==> src/rtl/mp_wr_arbiter.sv <==
// Multi-port packet write arbiter: round-robin packet grant onto one cache bus.
// Optional watchdog abort of stalled packets enabled by MP_ARB_WATCHDOG_EN.
module mp_wr_arbiter #(
    parameter int IN_PORT_NUM = 16,
    parameter int DATA_WIDTH  = 32,
    localparam int PW = (IN_PORT_NUM > 1) ? $clog2(IN_PORT_NUM) : 1
) (
    input  logic                              clk,
    input  logic                              rst_n_in,
    input  logic [IN_PORT_NUM-1:0]            wr_sop,
    input  logic [IN_PORT_NUM-1:0]            wr_eop,
    input  logic [IN_PORT_NUM-1:0]            wr_vld,
    input  logic [IN_PORT_NUM*DATA_WIDTH-1:0] wr_data,
    input  logic                              full,
    input  logic                              almost_full,
    output logic [IN_PORT_NUM-1:0]            ready,
    output logic                              out_sop,
    output logic                              out_eop,
    output logic                              out_vld,
    output logic [DATA_WIDTH-1:0]             out_data,
    output logic [PW-1:0]                     out_port,
    output logic                              sop_err,
    output logic                              wd_timeout
);

    typedef enum logic {
        IDLE,
        PKT
    } state_t;

    state_t          state_q, state_d;
    logic [PW-1:0]   g_q, g_d;
    logic [PW-1:0]   p_q, p_d;
    logic [PW-1:0]   g_inc;
    logic [PW-1:0]   pick;
    logic [PW:0]     scan;
    logic            found;
    logic            first_q;
    logic            acc;
    logic            sop_g;
    logic            eop_g;
    logic [DATA_WIDTH-1:0] data_g;
    logic [IN_PORT_NUM-1:0] req;
    logic            wd_hit;

    assign req    = wr_vld & wr_sop;
    assign sop_g  = wr_sop[g_q];
    assign eop_g  = wr_eop[g_q];
    assign data_g = wr_data[g_q*DATA_WIDTH +: DATA_WIDTH];
    assign acc    = (state_q == PKT) & wr_vld[g_q] & ~full;
    assign g_inc  = (g_q == PW'(IN_PORT_NUM-1)) ? '0 : g_q + 1'b1;

    always_comb begin
        ready = '0;
        if (state_q == PKT) ready[g_q] = ~full;
    end

    // First requester at or above the pointer, wrapping around.
    always_comb begin
        pick  = '0;
        found = 1'b0;
        scan  = '0;
        for (int i = 0; i < IN_PORT_NUM; i++) begin
            scan = {1'b0, p_q} + (PW+1)'(i);
            if (scan >= (PW+1)'(IN_PORT_NUM))
                scan = scan - (PW+1)'(IN_PORT_NUM);
            if (!found && req[scan[PW-1:0]]) begin
                found = 1'b1;
                pick  = scan[PW-1:0];
            end
        end
    end

    always_comb begin
        state_d = state_q;
        g_d     = g_q;
        p_d     = p_q;
        unique case (state_q)
            IDLE: begin
                if (found && !almost_full && !full) begin
                    state_d = PKT;
                    g_d     = pick;
                end
            end
            PKT: begin
                if ((acc && eop_g) || wd_hit) begin
                    state_d = IDLE;
                    p_d     = g_inc;
                end
            end
            default: state_d = IDLE;
        endcase
    end

    always_ff @(posedge clk or negedge rst_n_in) begin
        if (!rst_n_in) begin
            state_q <= IDLE;
            g_q     <= '0;
            p_q     <= '0;
            first_q <= 1'b0;
        end else begin
            state_q <= state_d;
            g_q     <= g_d;
            p_q     <= p_d;
            if (state_q == IDLE && state_d == PKT)
                first_q <= 1'b1;
            else if (acc)
                first_q <= 1'b0;
        end
    end

`ifdef MP_ARB_WATCHDOG_EN
    logic [7:0] wd_cnt_q;
    logic       stall;

    assign stall  = (state_q == PKT) & ~full & ~acc;
    // The 255th consecutive idle-but-open cycle aborts the packet.
    assign wd_hit = stall & (wd_cnt_q == 8'd254);

    always_ff @(posedge clk or negedge rst_n_in) begin
        if (!rst_n_in)
            wd_cnt_q <= '0;
        else if (state_q != PKT || acc || wd_hit)
            wd_cnt_q <= '0;
        else if (stall)
            wd_cnt_q <= wd_cnt_q + 8'd1;
    end
`else
    assign wd_hit = 1'b0;
`endif

    always_ff @(posedge clk or negedge rst_n_in) begin
        if (!rst_n_in) begin
            out_vld    <= 1'b0;
            out_sop    <= 1'b0;
            out_eop    <= 1'b0;
            out_data   <= '0;
            out_port   <= '0;
            sop_err    <= 1'b0;
            wd_timeout <= 1'b0;
        end else begin
            out_vld    <= acc;
            out_sop    <= acc & sop_g;
            out_eop    <= acc & eop_g;
            sop_err    <= acc & sop_g & ~first_q;
            wd_timeout <= wd_hit;
            if (acc) begin
                out_data <= data_g;
                out_port <= g_q;
            end
        end
    end

endmodule

==> config.mk <==
export PLATFORM = sky130hd
export DESIGN_NAME = mp_wr_arbiter
export DESIGN_NICKNAME = d
export VERILOG_FILES = /design/src/rtl/mp_wr_arbiter.sv
export SDC_FILE = /design/constraint.sdc
export NUM_CORES = 1
export LEC_CHECK = 0
export ABC_CLOCK_PERIOD_IN_PS = 3790
export CORE_AREA = 2 2 241 243
export CTS_CLUSTER_DIAMETER = 100
export DETAILED_ROUTE_END_ITERATION = 8
export DIE_AREA = 0 0 243 245
export GPL_TIMING_DRIVEN = 0
export PLACE_DENSITY_LB_ADDON = 0.15
export SLEW_MARGIN = 20
export SYNTH_ARGS = -nofsm -noshare
export SYNTH_HDL_FRONTEND = slang
export SYNTH_SLANG_ARGS = --single-unit
==> constraint.sdc <==
create_clock -name clk -period 3.79 [get_ports clk]
set_clock_uncertainty 0.2 [all_clocks]
set_input_delay 0.758 -clock clk [delete_from_list [all_inputs] [get_ports clk]]
set_output_delay 0.758 -clock clk [all_outputs]
set_load 0.01 [all_outputs]
== After elaboration in Yosys (flattened, before gate mapping) ==
Cells that the tools add are included.

* Flip-flop bits (word level): 50
* Input bits: 564
* Output and inout port bits: 57
* Logic and storage cells: 223

* Add/subtract/negate cells: 32
* Order comparisons: 34
* Equal/unequal tests: 1
* Shifts and indexed selects: 1
* Mux-type cells: 95
* Bitwise logic cells: 10
* Reductions and logical operators: 40

{| class="wikitable"
|+ Operator list
! kind !! number
|-
| variable part select 512 x 10 -> 32 bit || 1
|-
| two-way mux 4 bit || 33
|-
| less-than comparator 4 x 5 -> 1 bit, second input constant || 17
|-
| binary-select mux 1 bit (select 4 bit) || 19
|-
| greater-or-equal comparator 5 bit, second input constant || 15
|-
| subtractor 4 x 1 -> 4 bit, second input constant || 16
|-
| adder 4 x 4 -> 5 bit, second input constant || 8
|-
| two-way mux 1 bit || 40
|-
| bitwise AND 16 bit || 2
|-
| adder 4 x 3 -> 5 bit, second input constant || 4
|-
| logical AND 1 bit || 20
|-
| logical NOT 1 bit || 17
|-
| two-way mux 16 bit || 1
|-
| adder 4 x 2 -> 5 bit, second input constant || 2
|-
| adder 4 x 1 -> 5 bit, second input constant || 1
|-
| bitwise AND 1 bit || 5
|-
| greater-or-equal comparator 4 x 5 -> 1 bit, second input constant || 1
|-
| adder 4 x 1 -> 4 bit, second input constant || 1
|-
| demux 1 bit (select 4 bit) || 1
|-
| equality test 4 bit, second input constant || 1
|-
| greater-or-equal comparator 4 x 1 -> 1 bit, second input constant || 1
|-
| AND reduction 2 bit || 2
|-
| inverter 1 bit || 3
|-
| one-hot mux 1 bit (2 select lines) || 1
|-
| nonzero test 2 bit || 1
|}

== Depth between registers and ports, before layout ==
Gate-level depths: netlist of run 1.

* Depth in word-level cells: 56
* Mapped depth: 16
* Mapped depth without buffers: 12

== Worst setup path after synthesis of run 1 ==
OpenSTA, ideal clock, no wires.

* Path kind: register to register
* From: register p_q[0]
* To: register g_q[0]
* Setup time: 78 ps
* Arrival: 3724 ps
* Data required time: 3512 ps
* Path slack: -212 ps
* Stages on the path, launching flop included: 15
* Buffers on the path: 3
* Clock period less this slack: 4002 ps
* Path through: dfrtp_1 -> buf_6 -> buf_2 -> buf_2 -> inv_1 -> ha_1 -> xnor2_1 -> mux4_2 -> mux2_4 -> or4b_4 -> nor4_4 -> and2b_2 -> or4b_1 -> o311ai_1 -> o21ai_1

* Word-level cells in the longest chain between the ends: 53
* Elaborated cells between the ends (all ways): 160
* Those cells by class: add/sub: 31; order compare: 16; mux: 80; reduce/logical: 33

{| class="wikitable"
|+ Ends and longest elaborated chain
! element !! RTL line !! source
|-
| start, declared || 33 || <nowiki>logic [PW-1:0] p_q, p_d;</nowiki>
|-
| start signal, assigned || 104 || <nowiki>p_q <= p_d;</nowiki>
|-
| parallel branches: the longest is 53 deep, another holds adder 4 x 1 -> 5 bit || -- ||
|-
| end signal, assigned || 103 || <nowiki>g_q <= g_d;</nowiki>
|-
| end, declared || 32 || <nowiki>logic [PW-1:0] g_q, g_d;</nowiki>
|}

Several ways; the timed one is not identified. The select of a mux whose other input is x is not followed.
A chain may end at the register's enable or synchronous reset.

== Worst setup path after layout of run 1 ==
* From: register p_q[0]
* To: register g_q[2]

Same word-level chain as after synthesis.

==> results of run 1 <==
==> per-stage QoR <==
| stage | total power [W] | std cells |
|---|---|---|
| 5_1_grt | 0.0142 | 2132 |
| 6_report | 0.0135 | 2137 |
| 4_1_cts | 0.0132 | 2106 |
| 3_3_place_gp | 0.0115 | 2070 |
| 2_1_floorplan | 0.00741 | 686 |
| 3_5_place_dp | 0.0114 | 2071 |
==> placed cells by master, fill, tap and decap left out, drive strengths merged, types with 6 or more instances in the layout <==
cell type,n
nand4b,6
clkdlybuf4s50,601
dlygate4sd2,15
o211ai,6
a22oi,6
nor3,13
mux4,190
nand4,8
nor2,32
and2,12
o21ai,35
nand2,51
mux2,38
dfrtp,50
xnor2,6
nand3,17
ha,11
a211oi,8
a21oi,23
clkbuf,42
inv,16
mux2i,18
diode,7
buf,79
xor2,7
==> routing by layer <==
| layer | up-vias | track usage [%] | wire length (µm) | share of wire, % |
|---|---|---|---|---|
| li1 | 4257 | - | - | - |
| met1 | 5282 | 27.3 | 27000 | 39 |
| met5 | - | 0 | 104 | 0.15 |
| met4 | 16 | 4.13 | 1420 | 2.1 |
| met2 | 467 | 40.3 | 35400 | 52 |
| met3 | 79 | 4.76 | 4640 | 6.8 |
==> worst max-delay path, stage by stage (launching register included) <==
cell,delay (ns)
dfrtp_1,0.39
buf_6,0.13
buf_8,0.13
buf_12,0.14
clkinv_8,0.04
ha_4,0.19
xnor2_4,0.14
mux4_2,0.59
buf_4,0.18
mux2i_4,0.23
nand4_4,0.14
or2_1,0.25
buf_6,0.14
or3_1,0.36
o211ai_1,0.15
o21ai_1,0.15
a21oi_2,0.19
==> how the worst min path moves through the flow <==
stage	start	end	slack, ns	cells after the start
floorplan	first_q$_DFFE_PN0P_	sop_err$_DFF_PN0_	0.20	1
global placement	first_q$_DFFE_PN0P_	sop_err$_DFF_PN0_	0.22	1
detailed placement	first_q$_DFFE_PN0P_	sop_err$_DFF_PN0_	0.22	1
CTS	rst_n_in	out_data[10]$_DFFE_PN0P_	0.01	1
global route	rst_n_in	out_data[10]$_DFFE_PN0P_	0.01	1
finish	rst_n_in	out_data[10]$_DFFE_PN0P_	0.02	1
==> power groups by stage <==
stage	clock network, W	logic, W	registers, W
2_1_floorplan	0	0.00637	0.00105
3_5_place_dp	0	0.0105	0.000978
5_1_grt	0.000614	0.0126	0.00105
4_1_cts	0.000599	0.0115	0.00102
6_report	0.000578	0.0119	0.00101
3_3_place_gp	0	0.0105	0.000970
==> what timing repair did <==
action / in CTS / in global routing
pin swaps: 10 / 16
setup endpoints to repair: 59 / 16
buffers inserted: 28 / 25
gates resized for setup: 106 / 31
==> cells by family after synthesis <==
group                      count (synthesis)  synth area share [%]
xor gates and xnor gates                  13                  1.36
AOI/OAI and AO/OA                        114                  8.64
other                                      1                0.0447
buffers and inverters                     80                  3.96
and+or+nand+nor                          171                  11.0
adders and majority gates                 11                  1.64
DFF                                       50                  14.9
muxes                                    246                  58.5
==> area by class of cell <==
class	count	area, µm²	area share (%)
repair buffers	673	6610	39.8
plain buffers	61	383	2.30
clock inverters	3	47.5	0.286
inverters	17	88.8	0.535
multi-input cells	556	7140	43.0
diodes	7	17.5	0.105
flip-flops and latches	50	1250	7.55
clock buffers	5	125	0.753
well taps	765	957	5.76
==> flip-flops by register name, summed over array words and instances (netlist names) <==
name and flops:
first_q 1, p_q 4, out_data 32, out_port 4, state_q 1, out_eop 1, out_sop 1, g_q 4
out_vld 1, sop_err 1
==> out/metrics.yaml, run 1 <==
cts:
  clockBufferDepth: 2
  tritoncts: "built"
  cts.clk_slew.worst_paths_ns: 0.08
  clock_tree.root_cell: "clkbuf_16"
  hold_buffers: 0
  cts_buffers: 5
  cts_htree_levels: 2
  clock_latency_ns: 0.32
  clock-sinks: 50
global_routing:
  grt_first_pass_wirelength_um: 90200
  number_of_antenna_violations_at_the_first_check_in_global_routing: 43
  grt.total_usage_pct: 22.3
  grt_start_max_net_pins: 49
  grt_overflow_total: 0
  grt_pass1_vias: 10500
synthesis:
  synth.ff_latch_count: 50
  mappedNetlistArea_um2: 8390
  synth-edff-count: 0
  ys.flop_type: "dfrtp_1"
  postSynthCellCount: 686
  netlist_top_cells_count: "189 x mux4_2, 51 x nand2_1, 50 x dfrtp_1"
  most_repeated_cell_in_the_gate_level_netlist_after_synthesis: "mux4_2"
  synth.yosys.seq_area_share_pct: 14.9
  synthDistinctLibCells: 66
  synth_fp_nets: 1261
  synth_warnings: 0
  synth.avg_cell_area_um2: 12.2
  synth_top_area_share_pct: 50.7
  synth.area.top_cells: "mux4_2 51%, dfrtp_1 15%, mux2_2 5.0%"
  post-synth-top-area-cell: "mux4_2"
  async_reset_ff_share_pct: 100
detailed_routing:
  drt_iter0_markers: 741
  drt-vias-per-instance: 4.73
  drtAntennaViolNets: 0
  routed_wirelength_um: 68600
  routed-via-count: 10100
  routed_wirelength_normalized_by_instance_count_um: 32.1
  drtPass1Iterations: 5
  remaining_drc_errors: 0
worst_setup_path:
  path_max_fanout: 7
  timing.critical_path.arrival_ns: 3.86
  cp_data_required_time_ns: 3.82
  r2r_slack_ns: -0.04
  startpoint: "p_q[0]$_DFFE_PN0P_"
  worstSetupStartpointType: "flip-flop"
  setup.worst_path.class: "reg2reg"
  worstReg2RegStart: "p_q[0]$_DFFE_PN0P_"
  timing.reg2reg.worst_path_depth: 16
  timing.rr.end: "g_q[2]$_DFFE_PN0P_"
  setup.worst_path.end: "g_q[2]$_DFFE_PN0P_"
  end_kind: "flip-flop"
die:
  core_region_area_um2: 57000
  initial_core_util_pct: 14.7
  top_level_ports: 621
  die_height_um: 245
  die_width_um: 243
  die_area_um2: 59500
  number_of_rows_in_the_core_area: 88
timing:
  max_clock_freq_mhz: 261
  final_max_slew_viol_count: 0
  min_period_ns: 3.83
  worst_slack_ns: -0.0439
  setup-tns-final_ns: -0.110
  period_share_pct: 101
  max_slew.worst_pin.slew_ns: 1.05
  setup_viol_count_final: 4
  grt_setup_unrepaired: "true"
  fin_hold_ws_ns: 0.0229
  total_count_of_hold_check_failures_in_the_final_report: 0
  max_slew_margin_pct: 29.9
pwr:
  power.leakage_nw: 5.92
  pwr-share-comb_pct: 88.2
  power.share.switching_pct: 49.2
  switchingPower_w: 0.00662
  p_int_w: 0.00683
  seq_power_share_pct: 7.5
  pwr-share-clk_pct: 4.3
  p_per_area_nw_per_um2: 810
  max_ir_drop_vdd_v: 0.000379
layout:
  final_core_utilization_pct: 29.1
  postLayoutCellArea_um2: 16600
  drive_above_1_share_pct: 28.3
  layout.nets: 1939
  syn_to_final_growth_pct: 97.9
  nFillCells: 6055
placed_design:
  detailed_place.area_um2: 15600
  dp.final_hpwl_um: 59700
  gp_congestion: 0.925
  buffer_ports.inserted: 619
  place_worst_setup_slack_ns: -1.21
outcome:
  outcome: "finished, violations left"
  violations: "setup timing"
job:
  maxCapViolations: 0
min_path:
  min_path_type: "in2async"
(Power assumes the default switching activity.)
==> run 2: changes to the inputs <==
Settings changed: ABC_CLOCK_PERIOD_IN_PS 3790 to 4100.
Clock period 3.79 ns to 4.1 ns, I/O delays scaled along.
==> out/metrics.yaml, run 2 (synthesized netlist as in run 1, its figures left out) <==
cts:
  cts_htree_levels: 2  # unchanged
  clock_latency_ns: 0.31  # about the same
  hold_buffers: 0  # unchanged
  clock_tree.root_cell: "clkbuf_16"
  clock-sinks: 50  # unchanged
  cts.clk_slew.worst_paths_ns: 0.09  # about the same
  clockBufferDepth: 2  # unchanged
  tritoncts: "built"
  cts_buffers: 5  # unchanged
timing:
  worst_slack_ns: 0.107  # +0.151 ns
  setup_viol_count_final: 0  # -4
  max_slew_margin_pct: 28.3  # -1.6 points
  total_count_of_hold_check_failures_in_the_final_report: 0  # unchanged
  max_slew.worst_pin.slew_ns: 1.07  # +0.0240 ns
  setup-tns-final_ns: 0  # +0.110 ns
  max_clock_freq_mhz: 250
  final_max_slew_viol_count: 0  # unchanged
  period_share_pct: 97.4
  min_period_ns: 3.99
  fin_hold_ws_ns: 0.205  # +0.182 ns
die:
  top_level_ports: 621  # unchanged
  core_region_area_um2: 57000  # unchanged
  die_width_um: 243  # unchanged
  die_area_um2: 59500  # unchanged
  number_of_rows_in_the_core_area: 88  # unchanged
  initial_core_util_pct: 14.7  # unchanged
  die_height_um: 245  # unchanged
worst_setup_path:
  slowest_stage: "mux4_2"
  critical-path-max-stage-delay_ns: 0.59  # about the same
  setup.worst_path.class: "in2reg"
  timing.critical_path.arrival_ns: 4.02  # +0.16 ns
  worstSetupStartpointType: "input port"
  cp_cell_sequence: "clkdlybuf4s50_1, and2_1, mux4_2, mux2i_4, and4bb_2, o21ai_4, or2_1, clkbuf_4, or3_1, o211ai_1, o21ai_1, a21oi_2"
  path_max_fanout: 7  # unchanged
  cp_data_required_time_ns: 4.13  # +0.31 ns
  end_kind: "flip-flop"
detailed_routing:
  drt-vias-per-instance: 4.64  # -1.8%
  route.met2.wl_um: 34900  # -1.3%
  detail_route.wirelength.met1_um: 26300  # -2.7%
  drtPass1Iterations: 7  # +2
  route.top_layer_used: "met5"
  drtAntennaViolNets: 0  # unchanged
  routed_wirelength_normalized_by_instance_count_um: 31.9  # -0.70%
  remaining_drc_errors: 0  # unchanged
  met3_wirelength_um: 5800  # +25%
  routed_wirelength_um: 68000  # -0.75%
  routed-via-count: 9913  # -1.9%
  drt_iter0_markers: 673  # -9.2%
global_routing:
  grt_pass1_vias: 10300  # -1.8%
  grt_overflow_total: 0  # unchanged
  grt_start_max_net_pins: 30  # -39%
  grt_first_pass_wirelength_um: 89300  # -1.0%
  number_of_antenna_violations_at_the_first_check_in_global_routing: 47  # +9.3%
  grt.total_usage_pct: 22.0  # -0.21 points
pwr:
  p_per_area_nw_per_um2: 734  # -9.3%
  power.leakage_nw: 5.82  # -1.6%
  max_ir_drop_vdd_v: 0.000369  # -2.6%
layout:
  syn_to_final_growth_pct: 96.5
  final_core_utilization_pct: 28.9  # -0.21 points
  most_frequent_standard_cell_in_the_layout_excluding_fill_and_tap_cells: "clkdlybuf4s50_1"
  post_layout_nonfiller_instances: 2136  # -0.047%
  max_reg_flops: 32  # unchanged
  drive_above_1_share_pct: 26.3  # -2.0 points
  final_cell_mix: "610 x clkdlybuf4s50_1, 189 x mux4_2, 51 x nand2_1, 48 x dfrtp_1, 41 x buf_4"
  regMostFlops: "out_data"
  layout.nets: 1924  # -0.77%
job:
  maxCapViolations: 0  # unchanged
min_path:
  min_path_type: "in2async"
placed_design:
  gp_congestion: 0.921  # -0.39%
  buffer_ports.inserted: 619  # unchanged
  dp.cells: 2073  # +0.097%
  dp.final_hpwl_um: 59500  # -0.27%
  place_worst_setup_slack_ns: -1.17  # +0.0353 ns
outcome:
  outcome: "finished clean"
run 2: cell count changes in the layout (fill, tap and decap cells not counted), sizes merged:
cell,previous run,this run
diode,7,21
dlymetal6s2s,2,8
clkbuf,42,47
clkinvlp,2,3
dlygate4sd2,15,0
bufinv,1,0
clkdlybuf4s15,0,2
clkdlybuf4s50,601,610
buf,79,57
run 2: through the flow:
step | power (W) | instance area, µm²
2_1_floorplan | 0.00682 | 8390
3_3_place_gp | 0.0106 | 15500
3_5_place_dp | 0.0105 | 15600
4_1_cts | 0.0118 | 16100
5_1_grt | 0.0128 | 16500
6_report | 0.0121 | 16500
run 2: what timing repair did:
action / CTS / global route
setup buffers: 14 / 22
pin swaps: 3 / 9
gates resized for setup: 57 / 41
setup endpoints to repair: 54 / 6
run 2: final timing paths:
kind                                startpoint                  endpoint  slack [ns]  depth (start not counted)
setup / recovery                     wr_vld[1]        g_q[2]$_DFFE_PN0P_        0.11                         12
hold / removal                        rst_n_in   out_port[2]$_DFFE_PN0P_        0.20                          1
setup reg to reg            p_q[0]$_DFFE_PN0P_        g_q[2]$_DFFE_PN0P_        0.13                         14
hold reg to reg            first_q$_DFFE_PN0P_         sop_err$_DFF_PN0_        0.23                          1
max in group asynchronous             rst_n_in  out_data[27]$_DFFE_PN0P_        2.99                          2
min in group clk           first_q$_DFFE_PN0P_         sop_err$_DFF_PN0_        0.23                          1
run 2: area by class of cell:
cell class	instances	area [µm²]
fill	6033	40500
sequential	50	1250
inverter	17	75.1
clock inverter	3	28.8
antenna	21	52.6
buffer	61	350
multi-input combinational	556	7120
timing repair buffer	658	6530
clock buffer	5	125
tap	765	957
run 2: power breakdown:
part	internal, W	switching, W
combinational	0.00508	0.00561
sequential	0.000750	0.000185
clock	0.000236	0.000251
run 2: routing by layer:
layer | global-route usage (%) | up-vias
met5 | 0 | -
met4 | 5.30 | 18
met3 | 6.46 | 53
met2 | 38.3 | 457
met1 | 26.7 | 5139
li1 | - | 4246
run 2: worst max-delay path: cells and delay by family:
family | cells | cell delay [ns]
simple gates | 4 | 1.15
mux | 2 | 0.82
buf+inv | 2 | 0.67
compound gates | 4 | 0.55
==> run 3: changes to the inputs <==
Settings changed: SKIP_CTS_REPAIR_TIMING set to 1.
==> out/metrics.yaml, run 3 (synthesized netlist as in run 1, its figures left out) <==
outcome:
  outcome: "finished clean"
timing:
  min_period_ns: 4.01  # +0.0118 ns
  worst_slack_ns: 0.0948  # -0.0118 ns
  period_share_pct: 97.7  # +0.29 points
  max_slew.worst_pin.slew_ns: 1.09  # +0.0103 ns
  final_max_slew_viol_count: 0  # unchanged
  setup_viol_count_final: 0  # unchanged
  max_slew_margin_pct: 27.6  # -0.69 points
  total_count_of_hold_check_failures_in_the_final_report: 0  # unchanged
  max_clock_freq_mhz: 250  # -0.30%
global_routing:
  grt.total_usage_pct: 21.9  # -0.16 points
  global_route.usage.met1_pct: 26.6  # -0.16 points
  grt_first_pass_wirelength_um: 88500  # -0.86%
  grt_overflow_total: 0  # unchanged
  grt_util_met2_pct: 37.9  # -0.39 points
  number_of_antenna_violations_at_the_first_check_in_global_routing: 47  # unchanged
  grt_most_used_layer: "met2"
  grt_start_max_net_pins: 30  # unchanged
  grt_pass1_vias: 10200  # -1.1%
  grtUsageMet3_pct: 6.37  # -0.087 points
pwr:
  max_ir_drop_vdd_v: 0.000368  # -0.38%
  power.leakage_nw: 5.77  # -0.86%
  p_per_area_nw_per_um2: 730  # -0.61%
cts:
  clock_latency_ns: 0.31  # about the same
  clockBufferDepth: 2  # unchanged
  cts.clk_slew.worst_paths_ns: 0.09  # about the same
  clock_tree.root_cell: "clkbuf_16"
  clock-sinks: 50  # unchanged
  tritoncts: "built"
  cts_htree_levels: 2  # unchanged
  cts_buffers: 5  # unchanged
worst_setup_path:
  slowest_stage: "mux4_2"
  timing.reg2reg.worst_path_depth: 14  # unchanged
  r2r_slack_ns: 0.13  # about the same
  critical-path-max-stage-delay_ns: 0.60  # about the same
  setup.worst_path.class: "in2reg"
  startpoint: "wr_vld[1]"
  worstReg2RegStart: "p_q[0]$_DFFE_PN0P_"
  worstSetupStartpointType: "input port"
  cp_cell_sequence: "clkdlybuf4s50_1, and2_1, mux4_2, mux2i_4, and4bb_2, o21ai_4, buf_4, buf_4, nor3_4, buf_4, a21boi_0, a211oi_1, o21ai_1, a21oi_2"
  timing.critical_path.arrival_ns: 4.00  # -0.02 ns
  cpMostUsedCell: "buf_4"
  timing.rr.end: "g_q[0]$_DFFE_PN0P_"
  path_max_fanout: 5  # -2
  setup.worst_path.end: "g_q[2]$_DFFE_PN0P_"
  cp_data_required_time_ns: 4.09  # -0.04 ns
  end_kind: "flip-flop"
placed_design:
  place_worst_setup_slack_ns: -1.17  # unchanged
  detailed_place.area_um2: 15600  # unchanged
  dp.final_hpwl_um: 59500  # unchanged
  buffer_ports.inserted: 619  # unchanged
  gp_congestion: 0.921  # unchanged
layout:
  regMostFlops: "out_data"
  max_reg_flops: 32  # unchanged
  drive_above_1_share_pct: 25.7  # -0.55 points
  layout.nets: 1918  # -0.31%
  syn_to_final_growth_pct: 95.4
  postLayoutCellArea_um2: 16400  # -0.58%
  nFillCells: 6027  # -0.099%
  final_cell_mix: "610 x clkdlybuf4s50_1, 190 x mux4_2, 51 x nand2_1, 48 x dfrtp_1, 37 x mux2_2"
  most_frequent_standard_cell_in_the_layout_excluding_fill_and_tap_cells: "clkdlybuf4s50_1"
die:
  die_width_um: 243  # unchanged
  die_height_um: 245  # unchanged
  top_level_ports: 621  # unchanged
  number_of_rows_in_the_core_area: 88  # unchanged
  core_region_area_um2: 57000  # unchanged
  die_area_um2: 59500  # unchanged
  initial_core_util_pct: 14.7  # unchanged
detailed_routing:
  drt-vias-per-instance: 4.62  # -0.40%
  routed_wirelength_um: 67700  # -0.48%
  remaining_drc_errors: 0  # unchanged
  routed-via-count: 9846  # -0.68%
  drtPass1Iterations: 6  # -1
  drt_iter0_markers: 629  # -6.5%
  drtAntennaViolNets: 0  # unchanged
  routed_wirelength_normalized_by_instance_count_um: 31.8  # -0.20%
min_path:
  min_path_type: "in2async"
job:
  maxCapViolations: 0  # unchanged
==> run 3: cell count changes in the layout (fill, tap and decap cells not counted), sizes merged <==
| cell | change |
|---|---|
| clkdlybuf4s15 | -2 |
| buf | -6 |
| clkbuf | +2 |
==> run 3: per-layer routing <==
layer,part of all wire (%),routed length [µm]
met5,0.17,115
met1,39,26500
met3,7.9,5320
met4,1.7,1140
met2,51,34600
==> run 3: critical path: cells and delay by family <==
family | cells | cell delay (ns)
muxes | 2 | 0.83
AOI/OAI and AO/OA | 5 | 0.60
buffers and inverters | 4 | 0.97
and+or+nand+nor | 3 | 0.75
==> run 3: worst min-delay path by stage <==
stage	from	end	slack (ns)	cells past startpoint
3_3_place_gp	first_q$_DFFE_PN0P_	sop_err$_DFF_PN0_	0.22	1
4_1_cts	rst_n_in	out_port[2]$_DFFE_PN0P_	0.21	1
2_1_floorplan	first_q$_DFFE_PN0P_	sop_err$_DFF_PN0_	0.20	1
3_5_place_dp	first_q$_DFFE_PN0P_	sop_err$_DFF_PN0_	0.22	1
5_1_grt	rst_n_in	out_port[2]$_DFFE_PN0P_	0.21	1
6_report	rst_n_in	out_data[18]$_DFFE_PN0P_	0.21	1
==> run 3: per-stage QoR <==
stage          hold slack [ns]  power, W  instances  utilization, %  TNS (ns)
2_1_floorplan            0.203   0.00682        686               -         0
3_3_place_gp             0.219    0.0106       2070            27.3    -42.86
3_5_place_dp             0.218    0.0105       2073            27.3    -33.67
4_1_cts                  0.208    0.0111       2081            27.6    -39.75
5_1_grt                  0.209    0.0127       2118            28.7   -0.0958
6_report                 0.208    0.0120       2130            28.8         0
==> run 3: where the power goes <==
part / internal (W) / switching [W]
registers: 0.000750 / 0.000185
clock network: 0.000236 / 0.000252
logic: 0.00502 / 0.00552
==> run 3: cell type report <==
cell class / count / area [µm²] / share of cell area (%)
Tap cell: 765 / 957 / 5.84
Buffer: 62 / 329 / 2.01
Clock inverter: 3 / 28.8 / 0.175
Multi-Input combinational cell: 556 / 7100 / 43.3
Clock buffer: 5 / 125 / 0.763
Inverter: 17 / 75.1 / 0.458
Antenna cell: 21 / 52.6 / 0.320
Timing Repair Buffer: 651 / 6480 / 39.5
Sequential cell: 50 / 1250 / 7.64
